==> src/rtl/regfile_pkg.sv <==
// Shared register-file definitions: write-mode encodings and default sizing
// used by decode, ALU and the register file itself.
package regfile_pkg;

  localparam logic [1:0] WR_NONE = 2'b00;
  localparam logic [1:0] WR_GEN  = 2'b01;
  localparam logic [1:0] WR_R0   = 2'b10;
  localparam logic [1:0] WR_BOTH = 2'b11;

  localparam int DEF_DATA_W   = 16;
  localparam int DEF_NUM_REGS = 16;

  function automatic logic mode_gen(input logic [1:0] m);
    return (m == WR_GEN) || (m == WR_BOTH);
  endfunction

  function automatic logic mode_r0(input logic [1:0] m);
    return (m == WR_R0) || (m == WR_BOTH);
  endfunction

endpackage

==> src/rtl/regfile_scoreboard.sv <==
// Per-register busy bits for outstanding multi-cycle results.
// A reserve beats a same-cycle write to the same register.
module regfile_scoreboard
  import regfile_pkg::*;
#(
  parameter int NUM_REGS = DEF_NUM_REGS,
  parameter bit BYPASS   = 1'b1,
  parameter int ADDR_W   = $clog2(NUM_REGS)
) (
  input  logic                clk,
  input  logic                reset,
  input  logic                set_en_i,
  input  logic [ADDR_W-1:0]   set_addr_i,
  input  logic [NUM_REGS-1:0] clr_i,
  input  logic [ADDR_W-1:0]   rd1_addr_i,
  input  logic                rd1_ok_i,
  input  logic [ADDR_W-1:0]   rd2_addr_i,
  input  logic                rd2_ok_i,
  output logic                busy1_o,
  output logic                busy2_o
);

  logic [NUM_REGS-1:0] busy_q;
  logic [NUM_REGS-1:0] busy_d;
  logic [NUM_REGS-1:0] set_vec;

  always_comb begin
    for (int i = 0; i < NUM_REGS; i++) begin
      set_vec[i] = set_en_i && (set_addr_i == ADDR_W'(i));
    end
    busy_d = set_vec | (busy_q & ~clr_i);
  end

  always_ff @(posedge clk or posedge reset) begin
    if (reset) begin
      busy_q <= '0;
    end else begin
      busy_q <= busy_d;
    end
  end

  // A register being written right now is already resolved when bypassing.
  always_comb begin
    busy1_o = 1'b0;
    busy2_o = 1'b0;
    if (rd1_ok_i) begin
      busy1_o = busy_q[rd1_addr_i] & ~(BYPASS & clr_i[rd1_addr_i]);
    end
    if (rd2_ok_i) begin
      busy2_o = busy_q[rd2_addr_i] & ~(BYPASS & clr_i[rd2_addr_i]);
    end
  end

endmodule

==> src/rtl/register_file_param.sv <==
// Parametrised GPR file: two read ports, r0 port, general + r0 write,
// optional same-cycle bypass and a busy scoreboard for decode stalls.
module register_file_param
  import regfile_pkg::*;
#(
  parameter int                DATA_W    = DEF_DATA_W,
  parameter int                NUM_REGS  = DEF_NUM_REGS,
  parameter bit                BYPASS    = 1'b1,
  parameter logic [DATA_W-1:0] RESET_VAL = '0,
  localparam int               ADDR_W    = $clog2(NUM_REGS)
) (
  input  logic              clk,
  input  logic              reset,
  input  logic [1:0]        registerWrite,
  input  logic [ADDR_W-1:0] regWriteLocal,
  input  logic [DATA_W-1:0] dataWrite,
  input  logic [DATA_W-1:0] r0Write,
  input  logic [ADDR_W-1:0] registerRead1,
  input  logic [ADDR_W-1:0] registerRead2,
  input  logic              reserveEn,
  input  logic [ADDR_W-1:0] reserveReg,
  output logic [DATA_W-1:0] dataRead1,
  output logic [DATA_W-1:0] dataRead2,
  output logic [DATA_W-1:0] r0Read,
  output logic              busy1,
  output logic              busy2
);

  logic [DATA_W-1:0]   regs_q [NUM_REGS];
  logic [DATA_W-1:0]   regs_d [NUM_REGS];
  logic [NUM_REGS-1:0] wr_vec;
  logic                wr_any;
  logic                gen_we;
  logic                r0_we;
  logic                rng1;
  logic                rng2;

  // Writes are squashed during reset so bypass never leaks them out.
  assign wr_any = (registerWrite != WR_NONE) && !reset;
  assign gen_we = wr_any && mode_gen(registerWrite);
  assign r0_we  = wr_any && mode_r0(registerWrite);

  generate
    if (NUM_REGS == (1 << ADDR_W)) begin : g_pow2
      assign rng1 = 1'b1;
      assign rng2 = 1'b1;
    end else begin : g_npow2
      assign rng1 = registerRead1 < ADDR_W'(NUM_REGS);
      assign rng2 = registerRead2 < ADDR_W'(NUM_REGS);
    end
  endgenerate

  // r0 port is applied last so it wins a general write to address 0.
  always_comb begin
    for (int i = 0; i < NUM_REGS; i++) begin
      wr_vec[i] = 1'b0;
      regs_d[i] = regs_q[i];
      if (gen_we && (regWriteLocal == ADDR_W'(i))) begin
        wr_vec[i] = 1'b1;
        regs_d[i] = dataWrite;
      end
      if (r0_we && (i == 0)) begin
        wr_vec[i] = 1'b1;
        regs_d[i] = r0Write;
      end
    end
  end

  always_ff @(posedge clk or posedge reset) begin
    if (reset) begin
      for (int i = 0; i < NUM_REGS; i++) begin
        regs_q[i] <= RESET_VAL;
      end
    end else begin
      for (int i = 0; i < NUM_REGS; i++) begin
        regs_q[i] <= regs_d[i];
      end
    end
  end

  always_comb begin
    dataRead1 = '0;
    dataRead2 = '0;
    if (rng1) begin
      dataRead1 = BYPASS ? regs_d[registerRead1] : regs_q[registerRead1];
    end
    if (rng2) begin
      dataRead2 = BYPASS ? regs_d[registerRead2] : regs_q[registerRead2];
    end
    r0Read = BYPASS ? regs_d[0] : regs_q[0];
  end

  regfile_scoreboard #(
    .NUM_REGS (NUM_REGS),
    .BYPASS   (BYPASS),
    .ADDR_W   (ADDR_W)
  ) u_sb (
    .clk        (clk),
    .reset      (reset),
    .set_en_i   (reserveEn),
    .set_addr_i (reserveReg),
    .clr_i      (wr_vec),
    .rd1_addr_i (registerRead1),
    .rd1_ok_i   (rng1),
    .rd2_addr_i (registerRead2),
    .rd2_ok_i   (rng2),
    .busy1_o    (busy1),
    .busy2_o    (busy2)
  );

endmodule

==> config.mk <==
export PLATFORM = sky130hd
export DESIGN_NAME = register_file_param
export DESIGN_NICKNAME = d
export VERILOG_FILES = /design/src/rtl/regfile_pkg.sv /design/src/rtl/regfile_scoreboard.sv /design/src/rtl/register_file_param.sv
export SDC_FILE = /design/constraint.sdc
export NUM_CORES = 1
export LEC_CHECK = 0
export CAP_MARGIN = 40
export CELL_PAD_IN_SITES_DETAIL_PLACEMENT = 1
export CELL_PAD_IN_SITES_GLOBAL_PLACEMENT = 2
export CORE_ASPECT_RATIO = 1.75
export CORE_MARGIN = 2
export CORE_UTILIZATION = 34
export DETAILED_ROUTE_END_ITERATION = 8
export PLACE_DENSITY_LB_ADDON = 0.1
export RECOVER_POWER = 50
export SLEW_MARGIN = 20
export SYNTH_ARGS = -nofsm -noshare
export SYNTH_HDL_FRONTEND = slang
export SYNTH_SLANG_ARGS = --single-unit
==> constraint.sdc <==
create_clock -name clk -period 7.8 [get_ports clk]
set_input_delay 0.78 -clock clk [delete_from_list [all_inputs] [get_ports clk]]
set_output_delay 0.78 -clock clk [all_outputs]
set_load 0.005 [all_outputs]
**Word-level counts from Yosys, hierarchy flattened**

Cells that the tools add are included.

- Register bits: 272
- Output and inout bits: 50
- Input bits: 53
- Word-level logic and storage cells: 152

- Multiplexer cells: 48
- Eq/ne operators: 33
- Bitwise operators: 9
- $lt $le $gt $ge: 4
- Reductions and logical operators: 41

Operator list:

| cell | number |
|---|---|
| $mux 16 | 21 |
| $bmux 16 s4 | 2 |
| $eq 4x4->1 const B | 16 |
| $logic_and 1x1->1 | 35 |
| $eq 4x3->1 const B | 8 |
| $mux 1 | 21 |
| $and 16x16->16 | 1 |
| $bmux 1 s4 | 4 |
| $eq 4x2->1 const B | 4 |
| $not 16->16 | 1 |
| $or 16x16->16 | 1 |
| $ge 5x5->1 const B | 2 |
| $lt 4x5->1 const B | 2 |
| $not 4->5 | 2 |
| $eq 4x1->1 const B | 2 |
| $logic_not 4->1 | 2 |
| $eq 2x2->1 const B | 2 |
| $and 1x1->1 | 2 |
| $eq 2x1->1 const B | 1 |
| $logic_or 1x1->1 | 2 |
| $not 1->1 | 2 |
| $reduce_bool 2->1 | 1 |
| $logic_not 1->1 | 1 |

**Logic depth before layout (Yosys ltp)**

- Word-level depth: 10
- Mapped depth: 10
- Depth with buffers taken out: 6

**By module**

Synthesis repeated with hierarchy kept, for this count alone.

- Cells, all modules: 2034
- Area, all modules: 16864.9 µm²

Modules (own cells, without submodules):

| module | area an instance (µm²) | seq. area each (µm²) | times used | cells an instance |
|---|---|---|---|---|
| register_file_param | 15899.0 | 6406.1 | 1 | 1943 |
| regfile_scoreboard | 965.9 | 400.4 | 1 | 91 |

**Worst setup path after synthesis**

Ideal clock, no wire load.

- Path type: input port to output port
- Start point: input reset
- End point: output busy2
- Arrival: 7.405 ns
- Required time: 7.020 ns
- Path slack: -0.385 ns
- Cell stages on the path: 6
- Path buffers: 1
- Cell sequence: buf_2 > inv_1 > nand2_1 > nor4_1 > nor3_1 > a22o_1

- Longest elaborated chain between the ends: 10
- Elaborated cells on any way between the ends: 41
- Those cells by class: mux: 19; bitwise: 2; reduce/logical: 20

RTL lines:

| item | line | RTL |
|---|---|---|
| start: declaration | register_file_param.sv:13 | `input logic reset,` |
| $logic_not 1->1 (no line) (*) | -- |  |
| $logic_and 1x1->1 (*) | register_file_param.sv:39 | `assign wr_any = (registerWrite != WR_NONE) && !reset;` |
| $logic_and 1x1->1 | register_file_param.sv:40 | `assign gen_we = wr_any && mode_gen(registerWrite);` |
| $logic_and 1x1->1 | register_file_param.sv:58 | `if (gen_we && (regWriteLocal == ADDR_W'(i))) begin` |
| $mux 1 | register_file_param.sv:58 |  |
| $mux 1 | register_file_param.sv:62 | `if (r0_we && (i == 0)) begin` |
| $bmux 1 s4 (*) | regfile_scoreboard.sv:50 | `busy2_o = busy_q[rd2_addr_i] & ~(BYPASS & clr_i[rd2_addr_i]);` |
| $mux 1 (not written as such) (*) | regfile_scoreboard.sv:50 |  |
| $not 1->1 (*) | regfile_scoreboard.sv:50 |  |
| $and 1x1->1 (*) | regfile_scoreboard.sv:50 |  |
| end: declaration | register_file_param.sv:26 | `output logic busy2` |

Every way passes the cells marked *; elsewhere a longest branch is shown, timed or not. The select of a mux whose other input is x is not followed.

**Worst setup path after layout**

- Start point: input reset
- End point: output dataRead2[15]

- Longest elaborated chain between the ends: 9
- Elaborated cells on any way between the ends: 40
- Those cells by class: mux: 20; reduce/logical: 20

RTL lines:

| item | line | RTL |
|---|---|---|
| $logic_not 1->1 (no line) (*) | -- |  |
| $logic_and 1x1->1 (*) | register_file_param.sv:39 |  |
| $logic_and 1x1->1 | register_file_param.sv:40 |  |
| $logic_and 1x1->1 | register_file_param.sv:58 |  |
| $mux 16 | register_file_param.sv:58 |  |
| $mux 16 | register_file_param.sv:62 |  |
| $bmux 16 s4 (*) | register_file_param.sv:88 | `dataRead2 = BYPASS ? regs_d[registerRead2] : regs_q[registerRead2];` |
| $mux 16 (not written as such) (*) (2 in series) | register_file_param.sv:88 |  |
| end: declaration | register_file_param.sv:23 | `output logic [DATA_W-1:0] dataRead2,` |

Marked as above.

==> metrics.md <==
| Metric | Value |
|---|---|
| Outcome | complete, but fails checks |
| Failing checks | max-capacitance violations, max-slew violations |
| Worst-Margin Slew | roughly 3200 ps |
| Total track usage | 0.3119 |
| Final hold violation count | 0 |
| Commonest cells in the synthesized netlist | 304 x nand2_1, 272 x dfrtp_1, 182 x o21ai_0 |
| Power Dens Cells | roughly 230 nW/µm² |
| Die width | around 170 µm |
| Slew Viols, Final | between 200 and 250 |
| Antenna violations before repair | 0 |
| Minimum clock period | around 6600 ps |
| Port Buf Inserts | 102 |
| Synth Instances | 1849 |
| Crit path required time | 7020 ps |
| Seq/Total Area, Yosys | 0.4224 |
| Leakage power | 8.065 nW |
| Ant. Diodes | 0 |
| Maxcap violations | 7 |
| Ys async rst share | 1.000 |
| Synth-to-layout area growth | 16.39% |
| TNS Setup | 0 ps |
| DRT antenna net count | 0 |
| Cell Area, Synth | 16120 µm² |
| Highest clock rate | roughly 150 MHz |
| Clock slew at reported path FFs | around 60 ps |
| Final non-filler cell total | roughly 2500 |
| Total CTS buffers | 29 |
| CTS Root Cell | clkbuf_16 |
| Critical Path Source Type | input pin |
| Count of cell types in the netlist | a little over 70 |
| DP Wirelength | between 50000 and 60000 µm |
| Resize count post-CTS | 0 |
| Worst Path Arrival | 5780 ps |
| Chip height | between 200 and 300 µm |
| Sink Count | approximately 270 |
| Synth Flop Type | dfrtp_1 |
| Gr ovfl total | 0 |
| Syn Nets | 1902 |
| Hold_buf cts | 0 |
| Syn. warnings | 0 |
| Number of global-route vias before repair | 16440 |
| DR vias | between 15000 and 20000 |
| Fin crit share | 0.8415 |
| Syn_area_per_cell | 8.716 µm² |
| Placed cell count | roughly 2400 |
| Residual DRC | 0 |
| First-pass GRT wire length | 113800 µm |
| Share of layout cells above drive strength 1 | 0.1395 |
| Max H-tree Level | 1 |
| Worst Path Max Fanout | 25 |
| Initial Util | 0.3436 |
| Row Count | between 100 and 150 |
| Clk_skew | 0 ps |
| Post-layout net count | a little under 2000 |
| Crit. End Element | primary output |
| Routed wire length | roughly 78000 µm |
| TritonCTS clock tree | done |
| FF+latch count, synth | ~270 |
| Kind of critical path | in2out |
| Largest net degree at the start of global routing | 143 |
| Yosys top cell area share | 0.4224 |
| Worst-skew pair later-pin latency | 570 ps |
| IO Pins | about 100 |
| Largest cells by area after synthesis | dfrtp_1 42%, mux2_2 8.6%, nand2_1 7.1%, o21ai_0 5.7%, o22ai_1 5.4% |
| Count of final setup violators | 0 |
| Most instantiated library cell after synthesis | nand2_1 |
| DR pass1 iterations | 5 |
| RePlAce Congestion | ~0.9 |
| RSZ-0062 raised after global routing | false |
| Synth area leader | dfrtp_1 |
| WL/cell | around 31 µm |
| Hold Crit Class | reg2reg |
| CORE AREA | 46900 µm² |
| Vias per cell | approximately 6.3 |
| Post-synth EDFFs | 0 |
| Peak VDD IR | about 0.00013 V |
| Setup Buffers After CTS | 0 |
| Die area | approximately 49000 µm² |
| CTS max path bufs | 3 |
| Slew margin rel. | -1.128 |
| 1st-iter DRT viols | between 1000 and 1500 |
| Overall power | 4.401 mW |
[layout by cell type (no fill, tap or decap), types with 6 or more instances in the layout]
master and instances:
a2111oi_0 7, a211oi_1 17, a21o_1 6, a21oi_1 70, a221oi_1 15, a22o_1 14
a311oi_1 10, a31o_2 13, a31oi_1 42, a32o_1 16, a32oi_1 9, and3_1 15
buf_4 49, buf_6 7, buf_8 14, clkbuf_1 24, clkbuf_16 29, clkbuf_8 6
clkdlybuf4s50_1 96, clkinv_2 6, dfrtp_1 272, inv_1 24, mux2_1 27, mux2_2 96
mux2i_1 23, nand2_1 304, nand2b_1 7, nand3_1 26, nand3b_1 7, nor2_1 135
nor2b_1 6, nor3_1 19, o21ai_0 180, o21ai_1 6, o221a_2 7, o221ai_1 22
o22a_1 13, o22ai_1 139, o311ai_0 11, o32ai_1 11
[worst max-delay path, cell delays in order]
cell and delay [ps]:
dlygate4sd3_1 690, nor4b_1 300, clkbuf_1 1230, nand2_2 810, a21oi_1 490, a221oi_1 160
a311oi_1 600, o22ai_1 190, clkdlybuf4s50_1 490
[through the flow]
stage                     hold WS [ps]  area (µm²)    util  setup WS (ps)
after detailed placement         485.1       17860  0.3809           2256
after global routing             522.6       18760  0.3999           1114
after global placement           469.2       17520  0.3735           2241
final                            492.6       18760  0.3999           1236
after CTS                        500.6       18820  0.4013           2244
after floorplan                  451.9       16120       -           1512
[cell families after synthesis]
family	synth area share
multiplexers	0.1072
flip-flops	0.4224
AND/OR/NAND/NOR	0.1480
AO/OA/AOI/OAI	0.2602
XOR/XNOR	0.002717
buffers and inverters	0.05947
[power by group]
| group | switching, mW | total [mW] | internal [mW] |
|---|---|---|---|
| Clock | 0.638 | 1.47 | 0.835 |
| Combinational | 0.668 | 1.12 | 0.448 |
| Sequential | 0.136 | 1.81 | 1.68 |
| Total | 1.44 | 4.40 | 2.96 |
[per-layer routing]
layer | share of wire | global-route usage
met4 | 0.047 | 0.1344
met5 | 0 | 0
met3 | 0.048 | 0.03646
met2 | 0.51 | 0.5493
met1 | 0.40 | 0.3825
[cell type report]
cell class / instances / area [µm²]
well taps: 588 / 735.7
flip-flops and latches: 272 / 6807
multi-input cells: 1350 / 8359
repair buffers: 191 / 1788
clock inverters: 10 / 127.6
inverters: 28 / 108.9
fillers: 5431 / 28140
clock buffers: 41 / 830.8
[final timing paths]
path / end / depth (start not counted) / slack (ps) / startpoint
worst max-delay path: dataRead2[15] / 9 / 1240 / reset
worst min-delay path: regs_q[3] / 2 / 490 / regs_q[3]
worst max register to register: regs_q[255] / 3 / 6590 / regs_q[255]
worst min register to register: regs_q[3] / 2 / 490 / regs_q[3]
max in group asynchronous: regs_q[22] / 6 / 2950 / reset
min in group asynchronous: regs_q[224] / 3 / 1080 / reset
[registers in the layout (all words and copies together), names as in the netlist]
register / cells
regs_q: 256
u_sb.busy_q: 16
Power figures use the tool's default switching activity.
